$ cat config.mk
export PLATFORM = sky130hd
export DESIGN_NAME = mem_arbiter
export DESIGN_NICKNAME = d
export VERILOG_FILES = /design/src/rtl/mem_arbiter.sv
export SDC_FILE = /design/constraint.sdc
export NUM_CORES = 1
export LEC_CHECK = 0
export CAP_MARGIN = 25
export CORE_MARGIN = 2
export CORE_UTILIZATION = 45
export CTS_CLUSTER_SIZE = 12
export DETAILED_ROUTE_END_ITERATION = 8
export HOLD_SLACK_MARGIN = 0.05
export PLACE_DENSITY = 0.93
export SETUP_SLACK_MARGIN = 0.3
export SYNTH_ARGS = -nofsm -noshare
export SYNTH_HDL_FRONTEND = slang
export SYNTH_SLANG_ARGS = --single-unit
$ cat constraint.sdc
create_clock -name clk -period 4.4 [get_ports clk]
set_clock_uncertainty 0.05 [all_clocks]
set_input_delay 1.1 -clock clk [delete_from_list [all_inputs] [get_ports clk]]
set_output_delay 1.1 -clock clk [all_outputs]
set_load 0.05 [all_outputs]
$ cat src/rtl/mem_arbiter.sv
// Single-port memory arbiter: serialises IF fetches and MEM loads/stores onto one
// req/ack memory port, with data-first fairness-limited arbitration and a hang watchdog.
module mem_arbiter #(
    parameter int ADDR_W  = 32,
    parameter int DATA_W  = 32,
    parameter int TIMEOUT = 255,
    parameter int DFAIR   = 2
) (
    input  logic                  clk,
    input  logic                  rst_n,
    input  logic                  if_req,
    input  logic [ADDR_W-1:0]     if_addr,
    output logic [DATA_W-1:0]     if_rdata,
    output logic                  if_ack,
    input  logic                  d_req,
    input  logic                  d_we,
    input  logic [ADDR_W-1:0]     d_addr,
    input  logic [DATA_W-1:0]     d_wdata,
    input  logic [DATA_W/8-1:0]   d_be,
    output logic [DATA_W-1:0]     d_rdata,
    output logic                  d_ack,
    output logic                  mem_req,
    output logic                  mem_we,
    output logic [ADDR_W-1:0]     mem_addr,
    output logic [DATA_W-1:0]     mem_wdata,
    output logic [DATA_W/8-1:0]   mem_be,
    input  logic [DATA_W-1:0]     mem_rdata,
    input  logic                  mem_ack,
    output logic                  bus_err,
    output logic                  err_src
);
    localparam int BE_W = DATA_W / 8;
    localparam logic [7:0] DFAIR_C = 8'(DFAIR);
    localparam logic [7:0] WD_LAST = 8'(TIMEOUT - 1);

    typedef enum logic [1:0] {IDLE, BUSY, RESP} state_e;

    state_e              state_q, state_d;
    logic                owner_q, owner_d;      // 1 = data port owns the transaction
    logic                we_q, we_d;
    logic [ADDR_W-1:0]   addr_q, addr_d;
    logic [DATA_W-1:0]   wdata_q, wdata_d;
    logic [BE_W-1:0]     be_q, be_d;
    logic [DATA_W-1:0]   if_rdata_q, if_rdata_d;
    logic [DATA_W-1:0]   d_rdata_q, d_rdata_d;
    logic                abort_q, abort_d;
    logic                err_src_q, err_src_d;
    logic [7:0]          dcnt_q, dcnt_d;
    logic [7:0]          wcnt_q, wcnt_d;
    logic                grant_data;

    always_comb begin
        state_d    = state_q;
        owner_d    = owner_q;
        we_d       = we_q;
        addr_d     = addr_q;
        wdata_d    = wdata_q;
        be_d       = be_q;
        if_rdata_d = if_rdata_q;
        d_rdata_d  = d_rdata_q;
        abort_d    = abort_q;
        err_src_d  = err_src_q;
        dcnt_d     = dcnt_q;
        wcnt_d     = wcnt_q;
        grant_data = 1'b0;
        case (state_q)
            IDLE: begin
                if (d_req || if_req) begin
                    // data wins ties until it has taken DFAIR grants in a row past a waiting fetch
                    grant_data = d_req && !(if_req && dcnt_q == DFAIR_C);
                    owner_d    = grant_data;
                    addr_d     = grant_data ? d_addr : if_addr;
                    we_d       = grant_data && d_we;
                    wdata_d    = d_wdata;
                    be_d       = grant_data ? d_be : '1;
                    abort_d    = 1'b0;
                    wcnt_d     = 8'd0;
                    if (grant_data && if_req)
                        dcnt_d = (dcnt_q == 8'hFF) ? dcnt_q : dcnt_q + 8'd1;
                    else
                        dcnt_d = 8'd0;
                    state_d = BUSY;
                end
            end
            BUSY: begin
                wcnt_d = wcnt_q + 8'd1;
                if (mem_ack) begin
                    if (!owner_q)    if_rdata_d = mem_rdata;
                    else if (!we_q)  d_rdata_d  = mem_rdata;
                    state_d = RESP;
                end else if (wcnt_q == WD_LAST) begin
                    abort_d   = 1'b1;
                    err_src_d = owner_q;
                    if (owner_q) d_rdata_d  = '0;
                    else         if_rdata_d = '0;
                    state_d = RESP;
                end
            end
            RESP:    state_d = IDLE;
            default: state_d = IDLE;
        endcase
    end

    always_ff @(posedge clk or negedge rst_n) begin
        if (!rst_n) begin
            state_q    <= IDLE;
            owner_q    <= 1'b0;
            we_q       <= 1'b0;
            addr_q     <= '0;
            wdata_q    <= '0;
            be_q       <= '0;
            if_rdata_q <= '0;
            d_rdata_q  <= '0;
            abort_q    <= 1'b0;
            err_src_q  <= 1'b0;
            dcnt_q     <= 8'd0;
            wcnt_q     <= 8'd0;
        end else begin
            state_q    <= state_d;
            owner_q    <= owner_d;
            we_q       <= we_d;
            addr_q     <= addr_d;
            wdata_q    <= wdata_d;
            be_q       <= be_d;
            if_rdata_q <= if_rdata_d;
            d_rdata_q  <= d_rdata_d;
            abort_q    <= abort_d;
            err_src_q  <= err_src_d;
            dcnt_q     <= dcnt_d;
            wcnt_q     <= wcnt_d;
        end
    end

    // Every output decodes straight from flops; reset clears them without a clock.
    assign mem_req   = (state_q == BUSY);
    assign mem_we    = we_q;
    assign mem_addr  = addr_q;
    assign mem_wdata = wdata_q;
    assign mem_be    = be_q;
    assign if_ack    = (state_q == RESP) && !owner_q;
    assign d_ack     = (state_q == RESP) && owner_q;
    assign bus_err   = (state_q == RESP) && abort_q;
    assign err_src   = err_src_q;
    assign if_rdata  = if_rdata_q;
    assign d_rdata   = d_rdata_q;

endmodule

==> summary.md, run 1 <==
| Metric | Value |
|---|---|
| Reg2Reg Depth | 5 |
| F_max | 278 MHz |
| Crit Path Category | flop to primary output |
| Worst Hold Class | flop to flop |
| Synth Cell Area | 6620 um^2 |
| Hold WS | 0.418 ns |
| CP cell instances | nand2b_1 -> clkinv_1 -> clkdlybuf4s50_1 |
| Layout area overhead | 51.5% |
| Power Density | 892 nW/um^2 |
| CP arrival | 2.45 ns |
| Post_cts resized | 0 |
| Root Driver | clkbuf_16 |
| Yosys cell types | 44 |
| Clock power frac | 0.160 |
| Via count of the routed design | 5,687 |
| Seq pwr share | 0.280 |
| VDD IR max | 0.410 mV |
| P_leak | 0.00448 uW |
| Clock H-tree levels | 4 |
| Synthesis warning total | 0 |
| Largest net degree at the start of global routing | 103 |
| Seq/Total Area, Yosys | 0.582 |
| Net Sw Frac | 0.478 |
| Slew HR | 0.388 |
| Row cnt | 44 |
| Hold buffer count at CTS | 0 |
| Int Pwr | 4670 uW |
| Final hold vios | 0 |
| Vias in the first global route | 5,688 |
| Horiz. Die Dim | 125 um |
| Yosys top cell area share | 0.582 |
| Reg2Reg Capture Point | mem_addr[15] |
| Critical Path RT | 3.25 ns |
| Full die area | 15,700 um^2 |
| Routed WL | 18,300 um |
| Setup crit end | mem_req |
| Fin nets | 999 |
| Syn_area_per_cell | 11.1 um^2 |
| Die extent in y | 125 um |
| Initial antenna violation count | 0 |
| CTS tree | done |
| Total GRT Usage | 0.236 |
| Ant. Diodes | 0 |
| R2R Setup Slk | 2.13 ns |
| Largest cells by area after synthesis | dfrtp_1, a22o_1, nand2_1 |
| Status | finished clean |
| TritonCTS Buffers | 17 |
| Post-synth ARST share | 1.00 |
| Core area | 14,500 um^2 |
| CP peak stage delay | 0.83 ns |
| P_sw | 4270 uW |
| Synth Register Bits | 154 |
| Crit. Startpoint | state_q[1] |
| Clock buffer depth | 2 |
| Sink Count | 154 |
| CP max FO | 13 |
| CP startpoint kind | flop |
| PortBufs | 275 |
| Remaining DRCs | 0 |
| Skew-Pair Late Insertion Delay | 0.41 ns |
| Layout cells sized above 1 | 0.0563 |
| Vias per cell | 5.40 |
| Postcts setup bufs | 0 |
| Reg-to-Reg Start | dcnt_q[4] |
| Max Cap Viol | 0 |
| # setup viols final | 0 |
| Top FF cell, synth | dfrtp_1 |
| Placer Congestion | 0.836 |
| Worst-path clk slew | 0.06 ns |
| Net Count, Synth | 737 |
| DP HPWL | 13,000 um |
| RSZ-0062 raised after global routing | no |
| Fin. max-slew vios | 0 |
| EDFF count, synth | 0 |
| Filler instances | 1,053 |
| Min Tclk post-route | 3.60 ns |
| Critical-path cell with the highest stage delay | clkdlybuf4s50_1 |
| Worst Max-Slew Pin Slew | 0.918 ns |
| Antenna viol nets, final | 0 |
| Initial DRC Count | 385 |
| Final cycle utilization of the critical path | 0.819 |
| Yosys top cell by area | dfrtp_1 |
| First-pass GRT wire length | 29,800 um |
| Ports | 276 |
| Combinational Power Share | 0.560 |
| Post-detailed-route wirelength per cell | 17.4 um |
| Worst setup EP type | primary output |
| Starting Density | 0.457 |
| Mapped Cells | 595 |
| GR Overflow Total | 0 |
| Router iterations before antenna repair | 5 |
| Setup TNS | 0 ns |
cell type report:
class                           count  area (um^2)  share of cell area
Clock buffer                       23          468              0.0467
Clock inverter                      9          114              0.0114
Sequential cell                   154         3850               0.384
Timing Repair Buffer              287         2860               0.285
Inverter                            7         26.3             0.00262
Tap cell                          184          230              0.0230
Multi-Input combinational cell    390         2480               0.247
synth_stat cells (all sizes together), types with 3 or more instances:
cell type,count
dfrtp,154
nand2,112
a22o,96
nor2,39
mux2i,36
a21oi,35
buf,27
clkbuf,17
nand3,11
o21ai,10
inv,6
and3,4
ha,4
o22a,4
nand4,3
nor3,3
o22ai,3
or2,3
worst min-delay path by stage:
stage | startpoint | end | cells after the start
6_report | wcnt_q[5] | wcnt_q[5] | 1
2_1_floorplan | wcnt_q[5] | wcnt_q[5] | 1
4_1_cts | wcnt_q[5] | wcnt_q[5] | 1
3_3_place_gp | wcnt_q[5] | wcnt_q[5] | 1
5_1_grt | abort_q | abort_q | 1
3_5_place_dp | mem_wdata[24] | mem_wdata[24] | 2
cell usage in the layout, fill, tap and decap left out, drive strengths merged, types with 8 or more instances in the layout:
cell type and instances:
nand2 112, dfrtp 154, clkbuf 23, nor2 39, mux2i 36, nand3 11
inv 8, a21oi 35, o21ai 10, buf 13, clkdlybuf4s50 274, a22o 96
registers in the layout, indices dropped and copies added (netlist names):
name       flops
owner_q        1
mem_be         4
d_rdata       32
mem_we         1
abort_q        1
mem_wdata     32
dcnt_q         8
state_q        2
mem_addr      32
wcnt_q         8
if_rdata      32
err_src        1
power groups by stage:
stage,registers (uW),logic [uW],clock network [uW]
6_report,2500,5010,1430
4_1_cts,2500,5030,1460
5_1_grt,2590,5250,1520
3_3_place_gp,2470,4920,0
2_1_floorplan,4510,1290,0
3_5_place_dp,2510,5010,0
routing by layer:
metal  vias up  track usage  routed length (um)  part of all wire
met2       255        0.395                9220              0.50
met5         -            0                   0                 0
met1      2752        0.303                7310              0.40
met3        29       0.0599                1410             0.077
met4         0       0.0758                 358             0.020
li1       2651            -                   -                 -
critical path: cells and delay by family, from the launching register on:
family,cells,cell delay (ns)
flops,1,0.38
simple gates,1,0.43
buf+inv,2,1.22
cell families after synthesis:
kind of cell,after synthesis,share of synthesized area
xor+xnor,2,0.00265
fa+ha+maj,4,0.00756
flops,154,0.582
mux,37,0.0561
buf+inv,51,0.0455
compound gates,160,0.184
simple gates,187,0.122
metrics by stage:
| stage | setup WS, ns | total power [uW] | std cells | utilization | area, um^2 |
|---|---|---|---|---|---|
| detailed placement | 1.25 | 7520 | 1022 | 0.652 | 9450 |
| floorplan | 1.63 | 5800 | 595 | - | 6620 |
| CTS | 0.783 | 8990 | 1054 | 0.693 | 10000 |
| global placement | 1.34 | 7390 | 1022 | 0.652 | 9450 |
| global route | 0.636 | 9360 | 1054 | 0.693 | 10000 |
| finish | 0.797 | 8940 | 1054 | 0.693 | 10000 |
Power figures use the tool's default switching activity.
==> inputs of run 2 (changes only) <==
--- a/config.mk
+++ b/config.mk
@@ -7,11 +7,11 @@
 export LEC_CHECK = 0
 export CAP_MARGIN = 25
 export CORE_MARGIN = 2
-export CORE_UTILIZATION = 45
+export CORE_UTILIZATION = 39
 export CTS_CLUSTER_SIZE = 12
 export DETAILED_ROUTE_END_ITERATION = 8
 export HOLD_SLACK_MARGIN = 0.05
-export PLACE_DENSITY = 0.93
+export PLACE_DENSITY = 0.86
 export SETUP_SLACK_MARGIN = 0.3
 export SYNTH_ARGS = -nofsm -noshare
 export SYNTH_HDL_FRONTEND = slang
==> constraint.sdc (replaced) <==
create_clock -name clk -period 3.3 [get_ports clk]
set_clock_uncertainty 0.05 [all_clocks]
set_input_delay 0.825 -clock clk [delete_from_list [all_inputs] [get_ports clk]]
set_output_delay 0.825 -clock clk [all_outputs]
set_load 0.05 [all_outputs]
==> summary.md, run 2 (same netlist as run 1, synthesis figures left out) <==
| Metric | Value |
|---|---|
| F_max | 345 MHz |
| Largest net degree at the start of global routing | 77 (-25%) |
| Min Tclk post-route | 2.90 ns |
| Vias in the first global route | 5,467 (-3.9%) |
| Status | finished clean |
| TritonCTS Buffers | 17 (unchanged) |
| PortBufs | 275 (unchanged) |
| Fin. max-slew vios | 0 (unchanged) |
| Root Driver | clkbuf_16 |
| Layout area overhead | 53.0% |
| Ant. Diodes | 0 (unchanged) |
| GR Overflow Total | 0 (unchanged) |
| Starting Density | 0.399 (-0.0580) |
| Total power | 12,000 uW (+34%) |
| M2 GR Usage | 0.314 (-0.0811) |
| R2R Setup Slk | 1.09 ns (-1.04 ns) |
| Most frequent cells in the layout | clkdlybuf4s50_1, dfrtp_1, nand2_1 |
| Skew-Pair Late Insertion Delay | 0.41 ns (about the same) |
| Total GRT Usage | 0.196 (-0.0408) |
| Max Cap Viol | 0 (unchanged) |
| Commonest non-fill, non-tap cell in the layout | clkdlybuf4s50_1 |
| Placer Congestion | 0.793 (-5.2%) |
| Worst Max-Slew Pin Slew | 0.677 ns (-0.241 ns) |
| Initial antenna violation count | 0 (unchanged) |
| Remaining DRCs | 0 (unchanged) |
| Routed WL | 17,600 um (-4.0%) |
| Worst-path clk slew | 0.07 ns (about the same) |
| CP arrival | 2.02 ns (-0.43 ns) |
| Core area | 16,600 um^2 (+15%) |
| GR Util met1 | 0.258 (-0.0450) |
| Post-detailed-route wirelength per cell | 16.1 um (-7.1%) |
| Global route hottest layer | met2 |
| Full die area | 18,000 um^2 (+15%) |
| Fin nets | 999 (unchanged) |
| Vias per cell | 5.18 (-3.9%) |
| DP HPWL | 12,400 um (-4.9%) |
| Power Density | 1180 nW/um^2 (+32%) |
| Antenna viol nets, final | 0 (unchanged) |
| Hold buffer count at CTS | 0 (unchanged) |
| Postcts setup bufs | 0 (unchanged) |
| Worst setup EP type | primary output |
| Router iterations before antenna repair | 4 (-1) |
| RSZ-0062 raised after global routing | no |
| Placed cells | 1,058 (+3.5%) |
| CP startpoint kind | flop |
| P_leak | 0.00452 uW (+0.84%) |
| Final hold vios | 0 (unchanged) |
| Row cnt | 47 (+6.8%) |
| Post-route cell area | 10,100 um^2 (+1.0%) |
| Critical Path RT | 2.42 ns (-0.83 ns) |
| Non-Filler Instances | 1,090 (+3.4%) |
| Clock H-tree levels | 4 (unchanged) |
| Setup TNS | 0 ns (unchanged) |
| Horiz. Die Dim | 134 um (+7.2%) |
| First-pass GRT wire length | 28,200 um (-5.3%) |
| Slew HR | 0.547 (+0.159) |
| Initial DRC Count | 292 (-24%) |
| Via count of the routed design | 5,651 (-0.63%) |
| Crit Path Category | flop to primary output |
| VDD IR max | 0.629 mV (+53%) |
| CP max FO | 8 (-5) |
| Placed instance area | 9520 um^2 (+0.74%) |
| Sink Count | 154 (unchanged) |
| # setup viols final | 0 (unchanged) |
| CTS tree | done |
| Ports | 276 (unchanged) |
| Die extent in y | 134 um (+7.2%) |
| Clock buffer depth | 2 (unchanged) |
| Layout cells sized above 1 | 0.0621 (+0.00575) |
| Routing usage on met3 | 0.0480 (-0.0119) |
| Final cycle utilization of the critical path | 0.878 |
| Worst Hold Class | primary input to asynchronous set/reset pin |
run 2: routing by layer:
metal / up-vias / share of wire
li1: 2648 / -
met1: 2756 / 0.43
met2: 222 / 0.48
met3: 25 / 0.069
met4: 0 / 0.021
met5: - / 0
run 2: layout make-up:
class	count	area, um^2
sequential	154	3850
inverter	7	26.3
clock inverter	15	183
multi-input combinational	390	2480
tap	220	275
timing repair buffer	287	2880
clock buffer	17	425
fill	1353	6450
run 2: report_power, final:
| group | switching [uW] | internal [uW] |
|---|---|---|
| clock network | 866 | 1090 |
| registers | 577 | 2740 |
| logic | 4330 | 2350 |
run 2: worst paths after layout:
kind,depth (start not counted),end,start
setup / recovery,2,if_ack,owner_q
hold / removal,1,d_rdata[30],rst_n
setup reg to reg,5,if_rdata[23],state_q[1]
hold reg to reg,2,mem_wdata[6],mem_wdata[6]
max in group asynchronous,2,d_rdata[23],rst_n
min in group clk,2,mem_wdata[6],mem_wdata[6]
run 2: critical path, cell delays in order, from the launching register on:
cell	delay [ns]
dfrtp_1	0.50
nor3b_1	0.22
clkdlybuf4s50_1	0.88
run 2: through the flow:
| step | setup WS (ns) | hold slack [ns] | utilization |
|---|---|---|---|
| 2_1_floorplan | 0.804 | 0.388 | - |
| 3_3_place_gp | 0.587 | 0.403 | 0.574 |
| 5_1_grt | 0.327 | 0.364 | 0.611 |
| 4_1_cts | 0.308 | 0.344 | 0.611 |
| 6_report | 0.404 | 0.337 | 0.611 |
| 3_5_place_dp | 0.537 | 0.412 | 0.574 |
run 2: timing repair:
action | CTS | global route
pin swaps | 0 | 0
gates resized for setup | 1 | 1
setup endpoints to repair | 1 | 1
==> inputs of run 3 (changes only) <==
--- a/config.mk
+++ b/config.mk
@@ -11,7 +11,7 @@
 export CTS_CLUSTER_SIZE = 12
 export DETAILED_ROUTE_END_ITERATION = 8
 export HOLD_SLACK_MARGIN = 0.05
-export PLACE_DENSITY = 0.86
+export PLACE_DENSITY = 0.76
 export SETUP_SLACK_MARGIN = 0.3
 export SYNTH_ARGS = -nofsm -noshare
 export SYNTH_HDL_FRONTEND = slang
==> summary.md, run 3 (same netlist as run 1, synthesis figures left out) <==
| Metric | Value |
|---|---|
| Crit. Startpoint | owner_q |
| Crit Path Category | flop to primary output |
| Worst-path clk slew | 0.06 ns (about the same) |
| CP startpoint kind | flop |
| Full die area | 18,000 um^2 (unchanged) |
| Vias per cell | 5.15 (-0.66%) |
| Placer Congestion | 0.771 (-2.7%) |
| Die extent in y | 134 um (unchanged) |
| Fin. max-slew vios | 0 (unchanged) |
| Horiz. Die Dim | 134 um (unchanged) |
| VDD IR max | 0.712 mV (+13%) |
| Setup TNS | 0 ns (unchanged) |
| Post_cts resized | 2 (+1) |
| Layout cells sized above 1 | 0.0619 (-0.000142) |
| P_leak | 0.00451 uW (-0.15%) |
| F_max | 353 MHz (+2.2%) |
| CP max FO | 8 (unchanged) |
| GR Overflow Total | 0 (unchanged) |
| Worst Hold Class | primary input to asynchronous set/reset pin |
| Worst Max-Slew Pin Slew | 0.700 ns (+0.0238 ns) |
| Clock H-tree levels | 4 (unchanged) |
| Setup crit end | d_ack |
| Initial antenna violation count | 0 (unchanged) |
| Layout area overhead | 52.7% |
| Largest net degree at the start of global routing | 73 (-5.2%) |
| Fin nets | 1,001 (+0.20%) |
| R2R Setup Slk | 1.25 ns (+0.16 ns) |
| Final cycle utilization of the critical path | 0.858 (-0.0193) |
| Vias in the first global route | 5,566 (+1.8%) |
| Root Driver | clkbuf_16 |
| DP HPWL | 12,500 um (+0.88%) |
| Min Tclk post-route | 2.83 ns (-0.0637 ns) |
| Commonest non-fill, non-tap cell in the layout | clkdlybuf4s50_1 |
| PortBufs | 275 (unchanged) |
| CTS tree | done |
| Ant. Diodes | 0 (unchanged) |
| Reg2Reg Depth | 5 (unchanged) |
| Sink Count | 154 (unchanged) |
| Status | finished clean |
| Power Density | 1180 nW/um^2 (-0.16%) |
| Hold buffer count at CTS | 0 (unchanged) |
| Postcts setup bufs | 0 (unchanged) |
| Post-detailed-route wirelength per cell | 16.4 um (+1.7%) |
| Core area | 16,600 um^2 (unchanged) |
| Post-layout util | 0.610 (-0.000981) |
| Final hold vios | 0 (unchanged) |
| TritonCTS Buffers | 17 (unchanged) |
| Most frequent cells in the layout | clkdlybuf4s50_1, dfrtp_1, nand2_1 |
| Reg2Reg Capture Point | mem_addr[9] |
| Via count of the routed design | 5,624 (-0.48%) |
| Router iterations before antenna repair | 4 (unchanged) |
| Critical Path RT | 2.42 ns (about the same) |
| Starting Density | 0.399 (unchanged) |
| Ports | 276 (unchanged) |
| Skew-Pair Late Insertion Delay | 0.41 ns (about the same) |
| Clock buffer depth | 2 (unchanged) |
| Worst setup EP type | primary output |
| Slew HR | 0.531 (-0.0160) |
| Routed WL | 17,900 um (+1.9%) |
| First-pass GRT wire length | 28,800 um (+2.2%) |
| # setup viols final | 0 (unchanged) |
| Reg-to-Reg Start | dcnt_q[4] |
| CP arrival | 1.96 ns (-0.06 ns) |
| Antenna viol nets, final | 0 (unchanged) |
| Total GRT Usage | 0.200 (+0.00435) |
| Row cnt | 47 (unchanged) |
| Max Cap Viol | 0 (unchanged) |
| RSZ-0062 raised after global routing | no |
| Total power | 11,900 uW (-0.32%) |
| Initial DRC Count | 242 (-17%) |
| Remaining DRCs | 0 (unchanged) |
==> run 3: changes by cell type in the layout (fill, tap and decap cells not counted), moves of 2 or more <==
cell / before / now
clkbuf_8: 0 / 2
buf_4: 9 / 12
dlygate4sd2_1: 0 / 2
inv_8: 4 / 0
clkinv_8: 3 / 0
==> run 3: layout make-up <==
cell class	count	area [um^2]
tap	220	275
clock inverter	12	140
sequential	154	3850
fill	1393	6470
timing repair buffer	289	2880
clock buffer	20	457
inverter	7	26.3
multi-input combinational	390	2480
==> run 3: worst min-delay path by stage <==
stage                  start             to  slack [ns]  cells after the start
3_5_place_dp   mem_wdata[18]  mem_wdata[18]        0.41                      2
3_3_place_gp   mem_wdata[27]  mem_wdata[27]        0.41                      2
6_report               rst_n   if_rdata[21]        0.38                      1
5_1_grt                rst_n   if_rdata[21]        0.43                      1
2_1_floorplan      wcnt_q[5]      wcnt_q[5]        0.39                      1
4_1_cts                rst_n   if_rdata[21]        0.40                      1
==> run 3: per-stage QoR <==
| stage | cells | hold WS, ns | worst slack (ns) | instance area (um^2) |
|---|---|---|---|---|
| global placement | 1060 | 0.407 | 0.652 | 9520 |
| CTS | 1092 | 0.397 | 0.440 | 10100 |
| finish | 1092 | 0.381 | 0.468 | 10100 |
| floorplan | 595 | 0.388 | 0.804 | 6620 |
| global route | 1092 | 0.426 | 0.389 | 10100 |
| detailed placement | 1060 | 0.411 | 0.699 | 9520 |
==> run 3: critical path: stages (launching register included) <==
cell	delay, ns
dfrtp_1	0.49
and3b_1	0.21
clkdlybuf4s50_1	0.84
==> run 3: layer usage <==
layer  vias to the layer above  share of wire  track usage
li1                       2650              -            -
met1                      2724           0.43        0.262
met2                       225           0.47        0.322
met3                        25          0.077       0.0563
met4                         0          0.019       0.0637
met5                         -              0            0
==> run 3: where the power goes <==
part | switching (uW) | leakage, uW | total (uW) | internal [uW]
clock | 799 | 0.000283 | 1960 | 1160
sequential | 547 | 0.00185 | 3290 | 2740
combinational | 4330 | 0.00238 | 6670 | 2330
total | 5680 | 0.00451 | 11900 | 6240
